[config.mk]
export PLATFORM = sky130hd
export DESIGN_NAME = div_sequencer
export DESIGN_NICKNAME = d
export VERILOG_FILES = /design/src/rtl/div_sequencer.sv
export SDC_FILE = /design/constraint.sdc
export NUM_CORES = 1
export LEC_CHECK = 0
export ABC_AREA = 1
export BUFFER_PORTS_ARGS = -buffer_cell sky130_fd_sc_hd__buf_4
export CORE_UTILIZATION = 55
export DETAILED_ROUTE_END_ITERATION = 10
export PLACE_DENSITY = 0.77
export SLEW_MARGIN = 20
export SYNTH_ARGS = -nofsm -noshare
export SYNTH_HDL_FRONTEND = slang
export SYNTH_SLANG_ARGS = --single-unit
export TNS_END_PERCENT = 20
[constraint.sdc]
create_clock -name clk -period 1.95 [get_ports clk]
set_input_delay 0.0975 -clock clk [delete_from_list [all_inputs] [get_ports clk]]
set_output_delay 0.0975 -clock clk [all_outputs]
set_load 0.02 [all_outputs]
[src/rtl/div_sequencer.sv]
// div_sequencer: iterative radix-2 restoring divider for the RV32IM EX stage.
// Handles DIV/DIVU/REM/REMU on operand magnitudes and fixes the signs at the
// end. It holds the PC and IF/ID register through stall_o while it iterates.
// Divide-by-zero and signed overflow skip the iteration and finish one cycle
// after acceptance.

module div_sequencer #(
   parameter int WIDTH = 32
) (
   input  logic             clk,
   input  logic             rst,
   input  logic             start_i,
   input  logic [1:0]       op_i,
   input  logic [WIDTH-1:0] dividend_i,
   input  logic [WIDTH-1:0] divisor_i,
   input  logic             kill_i,
   output logic             stall_o,
   output logic             busy_o,
   output logic             done_o,
   output logic [WIDTH-1:0] result_o
);

   localparam int CW = $clog2(WIDTH);
   localparam logic [WIDTH-1:0] MIN_INT = {1'b1, {(WIDTH-1){1'b0}}};
   localparam logic [WIDTH-1:0] ALL_ONES = {WIDTH{1'b1}};
   localparam logic [WIDTH-1:0] ONE = {{(WIDTH-1){1'b0}}, 1'b1};

   typedef enum logic [1:0] {
      IDLE = 2'd0,
      DIV  = 2'd1,
      FIX  = 2'd2,
      DONE = 2'd3
   } state_t;

   state_t           state_q, state_d;
   logic [CW-1:0]    cnt_q, cnt_d;
   logic [1:0]       op_q, op_d;
   logic             negQuo_q, negQuo_d;
   logic             negRem_q, negRem_d;
   logic [WIDTH:0]   rem_q, rem_d;
   logic [WIDTH-1:0] quo_q, quo_d;
   logic [WIDTH-1:0] dvs_q, dvs_d;
   logic [WIDTH-1:0] result_q, result_d;

   // Operand decode for the IDLE cycle: signedness, magnitudes, special cases.
   logic             inSigned;
   logic             dividendNeg;
   logic             divisorNeg;
   logic [WIDTH-1:0] dividendMag;
   logic [WIDTH-1:0] divisorMag;
   logic             divByZero;
   logic             overflow;
   logic             accept;

   // One iteration of the restoring step, computed on the extended remainder.
   logic [WIDTH+1:0] remShift;
   logic [WIDTH:0]   dvsExt;
   logic [WIDTH:0]   remSub;
   logic             remGe;

   // Sign-corrected quotient and remainder, used in FIX.
   logic [WIDTH-1:0] quoFix;
   logic [WIDTH-1:0] remFix;
   logic             opSigned;

   // Decode the incoming operation and detect the bypass cases.
   always_comb begin
      inSigned    = ~op_i[0];
      dividendNeg = inSigned & dividend_i[WIDTH-1];
      divisorNeg  = inSigned & divisor_i[WIDTH-1];
      dividendMag = dividendNeg ? ((~dividend_i) + ONE) : dividend_i;
      divisorMag  = divisorNeg ? ((~divisor_i) + ONE) : divisor_i;
      divByZero   = (divisor_i == '0);
      overflow    = inSigned & (dividend_i == MIN_INT) & (divisor_i == ALL_ONES);
      accept      = start_i & ~kill_i;
   end

   // Shift {rem, quo} left by one and trial-subtract the divisor magnitude.
   always_comb begin
      remShift = {rem_q, quo_q[WIDTH-1]};
      dvsExt   = {1'b0, dvs_q};
      remGe    = (remShift >= {1'b0, dvsExt});
      remSub   = remShift[WIDTH:0] - dvsExt;
   end

   // Apply the recorded signs to the finished magnitudes.
   always_comb begin
      opSigned = ~op_q[0];
      quoFix   = (opSigned & negQuo_q) ? ((~quo_q) + ONE) : quo_q;
      remFix   = (opSigned & negRem_q) ? ((~rem_q[WIDTH-1:0]) + ONE) : rem_q[WIDTH-1:0];
   end

   // Next-state logic for the sequencer FSM and iteration counter.
   always_comb begin
      state_d = state_q;
      cnt_d   = cnt_q;
      unique case (state_q)
         IDLE: begin
            if (accept) begin
               cnt_d = '0;
               if (divByZero || overflow) begin
                  state_d = DONE;
               end else begin
                  state_d = DIV;
               end
            end
         end
         DIV: begin
            if (kill_i) begin
               state_d = IDLE;
            end else begin
               cnt_d = cnt_q + CW'(1);
               if (cnt_q == CW'(WIDTH-1)) begin
                  state_d = FIX;
               end
            end
         end
         FIX: begin
            state_d = kill_i ? IDLE : DONE;
         end
         DONE: begin
            state_d = IDLE;
         end
         default: begin
            state_d = IDLE;
         end
      endcase
   end

   // Datapath updates: latch on accept, iterate in DIV, write result in FIX.
   always_comb begin
      op_d     = op_q;
      negQuo_d = negQuo_q;
      negRem_d = negRem_q;
      rem_d    = rem_q;
      quo_d    = quo_q;
      dvs_d    = dvs_q;
      result_d = result_q;
      unique case (state_q)
         IDLE: begin
            if (accept) begin
               op_d     = op_i;
               negQuo_d = dividend_i[WIDTH-1] ^ divisor_i[WIDTH-1];
               negRem_d = dividend_i[WIDTH-1];
               rem_d    = '0;
               quo_d    = dividendMag;
               dvs_d    = divisorMag;
               if (divByZero) begin
                  result_d = op_i[1] ? dividend_i : ALL_ONES;
               end else if (overflow) begin
                  result_d = op_i[1] ? '0 : MIN_INT;
               end
            end
         end
         DIV: begin
            if (!kill_i) begin
               rem_d = remGe ? remSub : remShift[WIDTH:0];
               quo_d = {quo_q[WIDTH-2:0], remGe};
            end
         end
         FIX: begin
            if (!kill_i) begin
               result_d = op_q[1] ? remFix : quoFix;
            end
         end
         default: begin
         end
      endcase
   end

   // State and datapath registers with synchronous reset.
   always_ff @(posedge clk) begin
      if (rst) begin
         state_q  <= IDLE;
         cnt_q    <= '0;
         op_q     <= '0;
         negQuo_q <= 1'b0;
         negRem_q <= 1'b0;
         rem_q    <= '0;
         quo_q    <= '0;
         dvs_q    <= '0;
         result_q <= '0;
      end else begin
         state_q  <= state_d;
         cnt_q    <= cnt_d;
         op_q     <= op_d;
         negQuo_q <= negQuo_d;
         negRem_q <= negRem_d;
         rem_q    <= rem_d;
         quo_q    <= quo_d;
         dvs_q    <= dvs_d;
         result_q <= result_d;
      end
   end

   // Pipeline-facing status; stall drops in DONE so EX/MEM can capture.
   always_comb begin
      stall_o  = ((state_q == IDLE) & start_i & ~kill_i) | (state_q == DIV) | (state_q == FIX);
      busy_o   = (state_q != IDLE);
      done_o   = (state_q == DONE);
      result_o = result_q;
   end

endmodule

Yosys cells after proc, flatten, opt, wreduce, memory -nomap -nowiden
Index checks and enable logic that the tools add are counted.

storage, ports and cells
  RAM bits = 0
  register bits = 140
  bits in read-only memories = 0
  memories kept = 0
  output and inout bits = 35
  bits in latches = 0
  word-level logic and storage cells = 84

cells by class
  bitwise operators = 19
  shift operators = 0
  muxes and demuxes = 28
  divide/modulo/power cells = 0
  equal/unequal tests = 11
  add/sub/neg operators = 6
  reductions and logical operators = 10
  $lt $le $gt $ge = 1
  multiply operators = 0

operators by type and width
  operator               number
  $mux 32                13
  $add 32x1->32 const B  4
  $not 32->32            4
  $pmux 32 s2            2
  $mux 33                3
  $pmux 33 s2            1
  $eq 32x32->1 const B   2
  $ge 34x32->1           1
  $sub 33x32->33         1
  $logic_not 32->1       1
  $mux 2                 5
  $mux 5                 2
  $pmux 5 s2             1
  $and 1x1->1            9
  $pmux 2 s4             1
  $ne 2x2->1 const B     3
  $ne 3x3->1 const B     2
  $reduce_bool 2->1      3
  $add 5x1->5 const B    1
  $eq 5x5->1 const B     1
  $eq 2x2->1 const B     2
  $reduce_and 2->1       2
  $reduce_and 4->1       1
  $not 1->1              3
  other kinds (6)        7

Longest topological paths before layout
Gate-level depths: netlist (run 1).

  word-level depth = 7
  mapped depth = 17

Worst setup path after synthesis (run 1)
Ideal clock, no wire load.

  kind = register to register
  start point = register quo_q[31]
  end point = register rem_q[28]
  setup time = 131 ps
  cell stages (with the launch flop) = 17
  data required time = 1,819 ps
  arrival = 1,862 ps
  setup slack = -43 ps
  cell sequence = dfxtp_1 > inv_1 > ha_1 > inv_1 > fa_1 > nand2_1 > nand3_1 > nand2_1 > nand2_1 > nand2_1 > nand2_1 > nand2_1 > nand2_1 > nand2_1 > nand3_1 > nand2_1 > a21oi_2

on the way
  cells in the longest elaborated chain, start to end = 4
  elaborated cells on any way between the ends = 5
  classes of those cells = 1 x add/sub; 1 x order compare; 3 x mux

RTL lines
  element                                                RTL line  source
  from (decl)                                            41        logic [WIDTH-1:0] quo_q, quo_d;
  from (signal assigned)                                 190       quo_q <= quo_d;
  $sub 33x32->33 / $ge 34x32->1 (equally long branches)  83, 82
  $mux 33 *                                              157       rem_d = remGe ? remSub : remShift[WIDTH:0];
  $mux 33 *                                              156       if (!kill_i) begin
  $pmux 33 s2 *                                          139       unique case (state_q)
  to (signal assigned)                                   189       rem_q <= rem_d;
  to (decl)                                              40        logic [WIDTH:0] rem_q, rem_d;

Mark *: on every way between the ends. The rest lies on a longest branch, timed or not. The select of a mux whose other input is x is not followed.
A chain may end at the register's enable or synchronous reset.

Worst setup path in the final report (run 1)
  start point = register quo_q[31]
  end point = register rem_q[20]

The elaborated chain is that of the path after synthesis.

==> run_results.csv, run 1 <==
group,metric,value,unit
timing,rsz0062_at_grt,"yes",
clock_tree,cts_root_buf,"clkbuf_16",
clock_tree,htreeDepth,4,
clock_tree,path_clk_slew,0.07,ns
die,rows,55,
setup_path,startpoint_type,"flip-flop",
routing,detail-route-antenna-nets,0,
timing,final.setup.worst_slack,-0.3121,ns
setup_path,slowest_delay,0.38,ns
routing,vias,16970,
synth,synth_simple_gate_area_share,39.26,%
pwr,pwr_density_cell,797.1,nW/um^2
timing,slew_headroom,57.91,%
clock_tree,cts_sinks,140,
synth,syn_area,12620,um^2
cells_and_area,area_growth,41.00,%
setup_path,r2r_slack,-0.31,ns
grt,grt_usage,42.89,%
timing,timing.final.hold_violations,0,
setup_path,crit_path_frequent_cell,"nand3_1",
die,start_util,55.92,%
routing,drt_iter0_markers,2422,
place,portBuffers,104,
timing,max_freq,442.1,MHz
timing,hold_slack,0.007362,ns
grt,grt_pass1_vias,15130,
synth,synth_edf_count,0,
cells_and_area,drive_above_1_share,29.86,%
synth,syn-mean-instance-area,5.730,um^2
synth,ys_ff_latch,140,
routing,dr.pass1.iters,7,
routing,drt_wl_total,53730,um
routing,routedWlPerCell,18.89,um
synth,synth_nets,2313,
setup_path,worst_setup_path_end_kind,"flip-flop",
cells_and_area,nets,2656,
synth,yosys.cell_types.count,51,
synth,synthMuxAreaShare,0,%
grt,antenna_found_initial,1,
setup_path,cp_cell_sequence,"inv_2 > ha_4 > inv_4 > fa_2 > nand2_1 > nand3_2 > buf_4 > buf_4 > nand4_1 > nand3_1 > nand2_1 > nand3_1 > nand3_1 > a21oi_1",
setup_path,arrival,2.55,ns
cells_and_area,n_fill_cell,1724,
die,die_x,153.5,um
synth,synth_xor_area_share,3.469,%
die,die_h,153.5,um
setup_path,critical_path_required,2.24,ns
place,gp_congestion,1.056,
die,core_area,22570,um^2
setup_path,worstSetupPathType,"reg2reg",
outcome,status,"complete, but fails checks",
cells_and_area,final_util,78.85,%
pwr,p_leak,8.756,nW
timing,finalSetupViolations,38,
hold_path,min_path_type,"in2reg",
synth,yosys_warnings,0,
timing,tightestPinTransition,0.6248,ns
die,io_pins,105,
clock_tree,cts_max_path_buffers,2,
timing,fin_setup_tns,-7.176,ns
timing,clock_skew,0.01683,ns
grt,overflow,0,
clock_tree,cts_tree,"built",
grt,grt_max_degree,66,
grt,grt_pass1_wl,79620,um
pwr,ir_drop,0.5742,mV
synth,synthArstFlopShare,0,%
place,dp_cells,2772,
clock_tree,worstSkewPairLatency,0.45,ns
job,drv_cap,0,
cells_and_area,stdcell_count,2844,
synth,synthCells,2203,
timing,slew_violations,0,
setup_path,slowest_stage,"fa_2",
cells_and_area,diodes,0,
synth,synth_top_family_by_area,"simple AND/OR/NAND/NOR gates",
timing,period_minus_slack,2.262,ns
die,dieArea,23560,um^2
timing,period_share,116.0,%
outcome,violations,"setup timing",
place,hpwl,38870,um
routing,remaining_drc_errors,0,
clock_tree,cts_buffers,17,
synth,synth_fa_ha_area_share,4.025,%
synth,ys.flop_type,"dfxtp_1",
routing,via_per_inst,5.968,
synth,synth-compound-area-share,19.34,%
setup_path,path_max_fanout,4,
synth,ys_seq_area_share,22.20,%
-- cells in the mapped netlist, drive strengths merged, types with 25 or more instances --
master | n | area, um^2
nor2 | 291 | 1177
o21ai | 197 | 985.9
clkbuf | 52 | 195.2
nand2 | 534 | 2034
nor3 | 25 | 130.1
xor2 | 29 | 254.0
ha | 39 | 488.0
buf | 32 | 198.9
inv | 283 | 1062
nand4 | 39 | 244.0
a21oi | 203 | 1046
dfxtp | 140 | 2803
nand3 | 238 | 1236
-- worst paths after layout --
path | cells after the start | end | from
max | 14 | rem_q[20] | quo_q[31]
min | 5 | dvs_q[21] | divisor_i[21]
max reg2reg | 14 | rem_q[20] | quo_q[31]
min reg2reg | 2 | result_o[22] | result_o[22]
-- critical path, delay by kind of cell, from the launching register on --
family / cells / cell delay, ns
simple gates: 7 / 0.79
fa+ha+maj: 2 / 0.53
buf+inv: 4 / 0.40
flops: 1 / 0.33
compound gates: 1 / 0.07
-- layout by cell type (no fill, tap or decap), types with 10 or more instances in the layout --
| cell type | synthesis | layout |
|---|---|---|
| dfxtp_1 | 140 | 100 |
| nor3_1 | 24 | 23 |
| a21oi_1 | 195 | 171 |
| nand2_1 | 526 | 481 |
| dfxtp_2 | 0 | 38 |
| buf_12 | 0 | 13 |
| clkbuf_16 | 0 | 19 |
| ha_4 | 0 | 33 |
| xnor2_1 | 21 | 18 |
| nand3_2 | 9 | 34 |
| inv_2 | 14 | 43 |
| o21ai_0 | 162 | 147 |
| o211ai_1 | 15 | 15 |
| xor2_1 | 29 | 29 |
| dlygate4sd3_1 | 0 | 13 |
| nand3_1 | 229 | 195 |
| nand2_2 | 6 | 42 |
| inv_1 | 269 | 237 |
| a21oi_2 | 8 | 28 |
| nor2_4 | 4 | 22 |
| nor2_2 | 22 | 42 |
| nand4_1 | 39 | 39 |
| nand2_4 | 2 | 10 |
| buf_4 | 4 | 373 |
| o21ai_1 | 35 | 42 |
| nor2_1 | 265 | 227 |
-- state kept, by name, summed over array words and instances (netlist names), 2 cells and up --
register / cells
op_q: 2
result_o: 32
cnt_q: 5
rem_q: 33
dvs_q: 32
state_q: 2
quo_q: 32
-- per-stage QoR --
step / total power, mW / cell area (um^2) / setup slack (ns)
2_1_floorplan: 6.800 / 12620 / 0.01953
3_3_place_gp: 9.080 / 15480 / -0.3855
3_5_place_dp: 9.168 / 15480 / -0.4352
4_1_cts: 13.21 / 17100 / -0.09945
5_1_grt: 14.78 / 17800 / -0.3403
6_report: 14.19 / 17800 / -0.3121
-- area by class of cell --
cell class,count,area (um^2),area share (%)
multi-input cells,1691,9553,53.68
repair buffers,408,3331,18.71
flip-flops and latches,140,2858,16.06
inverters,288,1099,6.173
clock buffers,20,466.7,2.622
well taps,285,356.6,2.004
clock inverters,12,133.9,0.7522
-- routing by layer --
| layer | vias to the layer above | GRT usage (%) | routed length (um) |
|---|---|---|---|
| met1 | 7721 | 59.00 | 21540 |
| met4 | 2 | 16.52 | 2385 |
| li1 | 7899 | - | - |
| met3 | 204 | 10.91 | 7018 |
| met5 | - | 0 | 11 |
| met2 | 1148 | 63.98 | 22770 |
-- power by group --
part / switching [mW] / internal (mW) / leakage [nW]
Combinational: 4.35 / 2.98 / 7.30
Sequential: 0.263 / 3.09 / 1.16
Clock: 1.50 / 2.00 / 0.294
Total: 6.12 / 8.07 / 8.76
-- kinds of logic after synthesis --
group	count (synthesis)
buffers and inverters	372
adder cells (fa/ha/maj)	40
flip-flops	140
XOR/XNOR	50
AO/OA/AOI/OAI	454
AND/OR/NAND/NOR	1147
-- timing repair --
| action | CTS | global route |
|---|---|---|
| setup endpoints to repair | 61 | 78 |
| resized for setup | 179 | 164 |
| hold endpoints to repair | 13 | 0 |
| hold buffers | 13 | 0 |
| pin swaps | 29 | 53 |
| cloned | 0 | 2 |
| buffers inserted | 9 | 16 |
(Power assumes the default switching activity.)
==> run 2, diff against run 1 <==
Settings changed: PLACE_DENSITY 0.77 to 0.74.
Clock period 1.95 ns to 2.5 ns, I/O delays scaled along.
==> run 2 against run 1 <==
- the flow now finishes without violations
- die area unchanged
- setup slack better by 0.41 ns
- global-route usage down 3.3 points
- register-to-register slack better by 0.41 ns
- clock skew up 0.0014 ns
- via count down 9.3%
- total power down 34%
- highest routed layer is now met4
==> run_results.csv, run 2 (same netlist as run 1, synthesis figures left out) <==
group,metric,value,unit
hold_path,holdPathEnd,"quo_q[29]",
cells_and_area,nets,2412,
outcome,status,"finished clean",
cells_and_area,n_fill_cell,2147,
routing,drt_iter0_markers,2097,
timing,finalSetupViolations,0,
timing,rsz0062_at_grt,"yes",
setup_path,startpoint_type,"flip-flop",
die,core_area,22570,um^2
setup_path,worstSetupPathType,"reg2reg",
timing,clock_skew,0.01820,ns
grt,grt_pass1_wl,72780,um
clock_tree,cts_buffers,17,
place,hpwl,36890,um
place,placed_area,13840,um^2
setup_path,path_max_fanout,4,
timing,slew_headroom,54.36,%
clock_tree,worstSkewPairLatency,0.44,ns
pwr,pwr_density_cell,639.3,nW/um^2
clock_tree,htreeDepth,4,
cells_and_area,stdcell_area,14750,um^2
hold_path,hp-start,"dividend_i[29]",
pwr,p_leak,7.314,nW
grt,grt_max_degree,62,
clock_tree,cts_max_path_buffers,2,
grt,grt_usage,39.60,%
clock_tree,path_clk_slew,0.07,ns
place,post-place-ws,-0.04912,ns
clock_tree,cts_sinks,140,
die,die_x,153.5,um
routing,remaining_drc_errors,0,
timing,final.setup.worst_slack,0.09721,ns
die,io_pins,105,
cells_and_area,final_common_cell,"nand2_1",
cells_and_area,regMostFlops,"rem_q",
routing,via_per_inst,5.917,
setup_path,reg2reg_from,"quo_q[31]",
grt,grt_pass1_vias,13650,
grt,overflow,0,
routing,dr.pass1.iters,8,
place,gp_congestion,1.032,
die,dieArea,23560,um^2
place,dp_cells,2566,
routing,routedWlPerCell,18.24,um
die,die_h,153.5,um
timing,max_freq,416.2,MHz
timing,fin_setup_tns,0,ns
setup_path,crit_path_start,"quo_q[31]",
timing,slew_violations,0,
clock_tree,cts_tree,"built",
routing,detail-route-antenna-nets,0,
timing,timing.final.hold_violations,0,
routing,drt_wl_total,47470,um
hold_path,min_path_type,"in2reg",
pwr,ir_drop,0.5165,mV
setup_path,r2r_end,"rem_q[28]",
cells_and_area,area_growth,16.82,%
job,drv_cap,0,
clock_tree,cts_root_buf,"clkbuf_16",
clock_tree,post_cts_buffers,0,
timing,period_share,96.11,%
setup_path,r2r_cells,16,
cells_and_area,stdcell_count,2602,
die,start_util,55.92,%
pwr,total_power,9.427,mW
cells_and_area,drive_above_1_share,13.30,%
timing,tightestPinTransition,0.6788,ns
setup_path,worst_setup_path_end_kind,"flip-flop",
cells_and_area,final_cell_mix,"nand2_1 (521), inv_1 (267), nor2_1 (255), nand3_1 (228), a21oi_1 (191)",
timing,period_minus_slack,2.403,ns
place,portBuffers,104,
grt,antenna_found_initial,0,
setup_path,r2r_slack,0.1,ns
cells_and_area,largest_reg_flops,33,
routing,vias,15400,
hold_path,hold-path-cell-count,4,
setup_path,arrival,2.70,ns
die,rows,55,
setup_path,critical_path_required,2.79,ns
run 2: changes by cell type in the layout (fill, tap and decap cells not counted), sizes merged:
cell,previous run,this run
buf,393,162
dlygate4sd3,13,2
diode,0,2
inv,288,290
clkinvlp,4,2
clkinv,6,9
clkbuf,22,17
run 2: metrics by stage:
step                      hold WS (ns)  util [%]
final                         0.007892     65.33
after global routing           0.02064     65.30
after CTS                     0.002423     64.17
after detailed placement        0.4394     61.30
after global placement          0.4314     61.30
after floorplan                 0.2826         -
run 2: report_power, final:
group	total, mW	internal, mW	switching, mW	leakage (nW)
logic	4.11	1.37	2.75	5.88
registers	2.63	2.40	0.225	1.14
clock network	2.69	1.51	1.18	0.293
run 2: what timing repair did:
item | 4_1_cts | 5_1_grt
gates resized for setup | 4 | 47
endpoints found under the setup margin | 8 | 45
endpoints found under the hold margin | 2 | 0
hold buffers | 2 | 0
pin swaps | 0 | 2
run 2: critical path, stage by stage, from the launching register on:
cell and delay [ns]:
dfxtp_1 0.35, inv_1 0.11, ha_2 0.21, inv_1 0.09, fa_2 0.40, nand2_1 0.13, nand3_4 0.11, nand2_1 0.10
nand2_2 0.10, nand2_1 0.08, nand2_1 0.10, nand2_1 0.14, nand2_1 0.06, nand2_1 0.06, nand3_1 0.09, nand2_1 0.10
a21oi_2 0.05
run 2: worst max-delay path by stage:
| stage | end | slack (ns) | cells past startpoint |
|---|---|---|---|
| 3_3_place_gp | rem_q[28] | -0.06 | 16 |
| 4_1_cts | rem_q[29] | 0.03 | 14 |
| 6_report | rem_q[28] | 0.1 | 16 |
| 2_1_floorplan | rem_q[28] | 0.51 | 16 |
| 3_5_place_dp | rem_q[28] | -0.05 | 16 |
| 5_1_grt | rem_q[29] | -0.01 | 15 |
run 2: layout make-up:
cell class | instances | area, um^2 | share of cell area (%)
Multi-Input combinational cell | 1691 | 8621 | 58.46
Sequential cell | 140 | 2804 | 19.02
Timing Repair Buffer | 164 | 1265 | 8.579
Inverter | 288 | 1086 | 7.365
Clock buffer | 17 | 425.4 | 2.885
Tap cell | 285 | 356.6 | 2.418
Clock inverter | 15 | 182.7 | 1.239
Antenna cell | 2 | 5.005 | 0.03394
run 2: per-layer routing:
| layer | GRT usage (%) | share of wire, % | vias to the layer above |
|---|---|---|---|
| met5 | 0 | 0 | - |
| met4 | 11.57 | 2.7 | 0 |
| met3 | 11.27 | 13 | 101 |
| met2 | 59.20 | 42 | 856 |
| met1 | 54.94 | 43 | 7016 |
| li1 | - | - | 7422 |
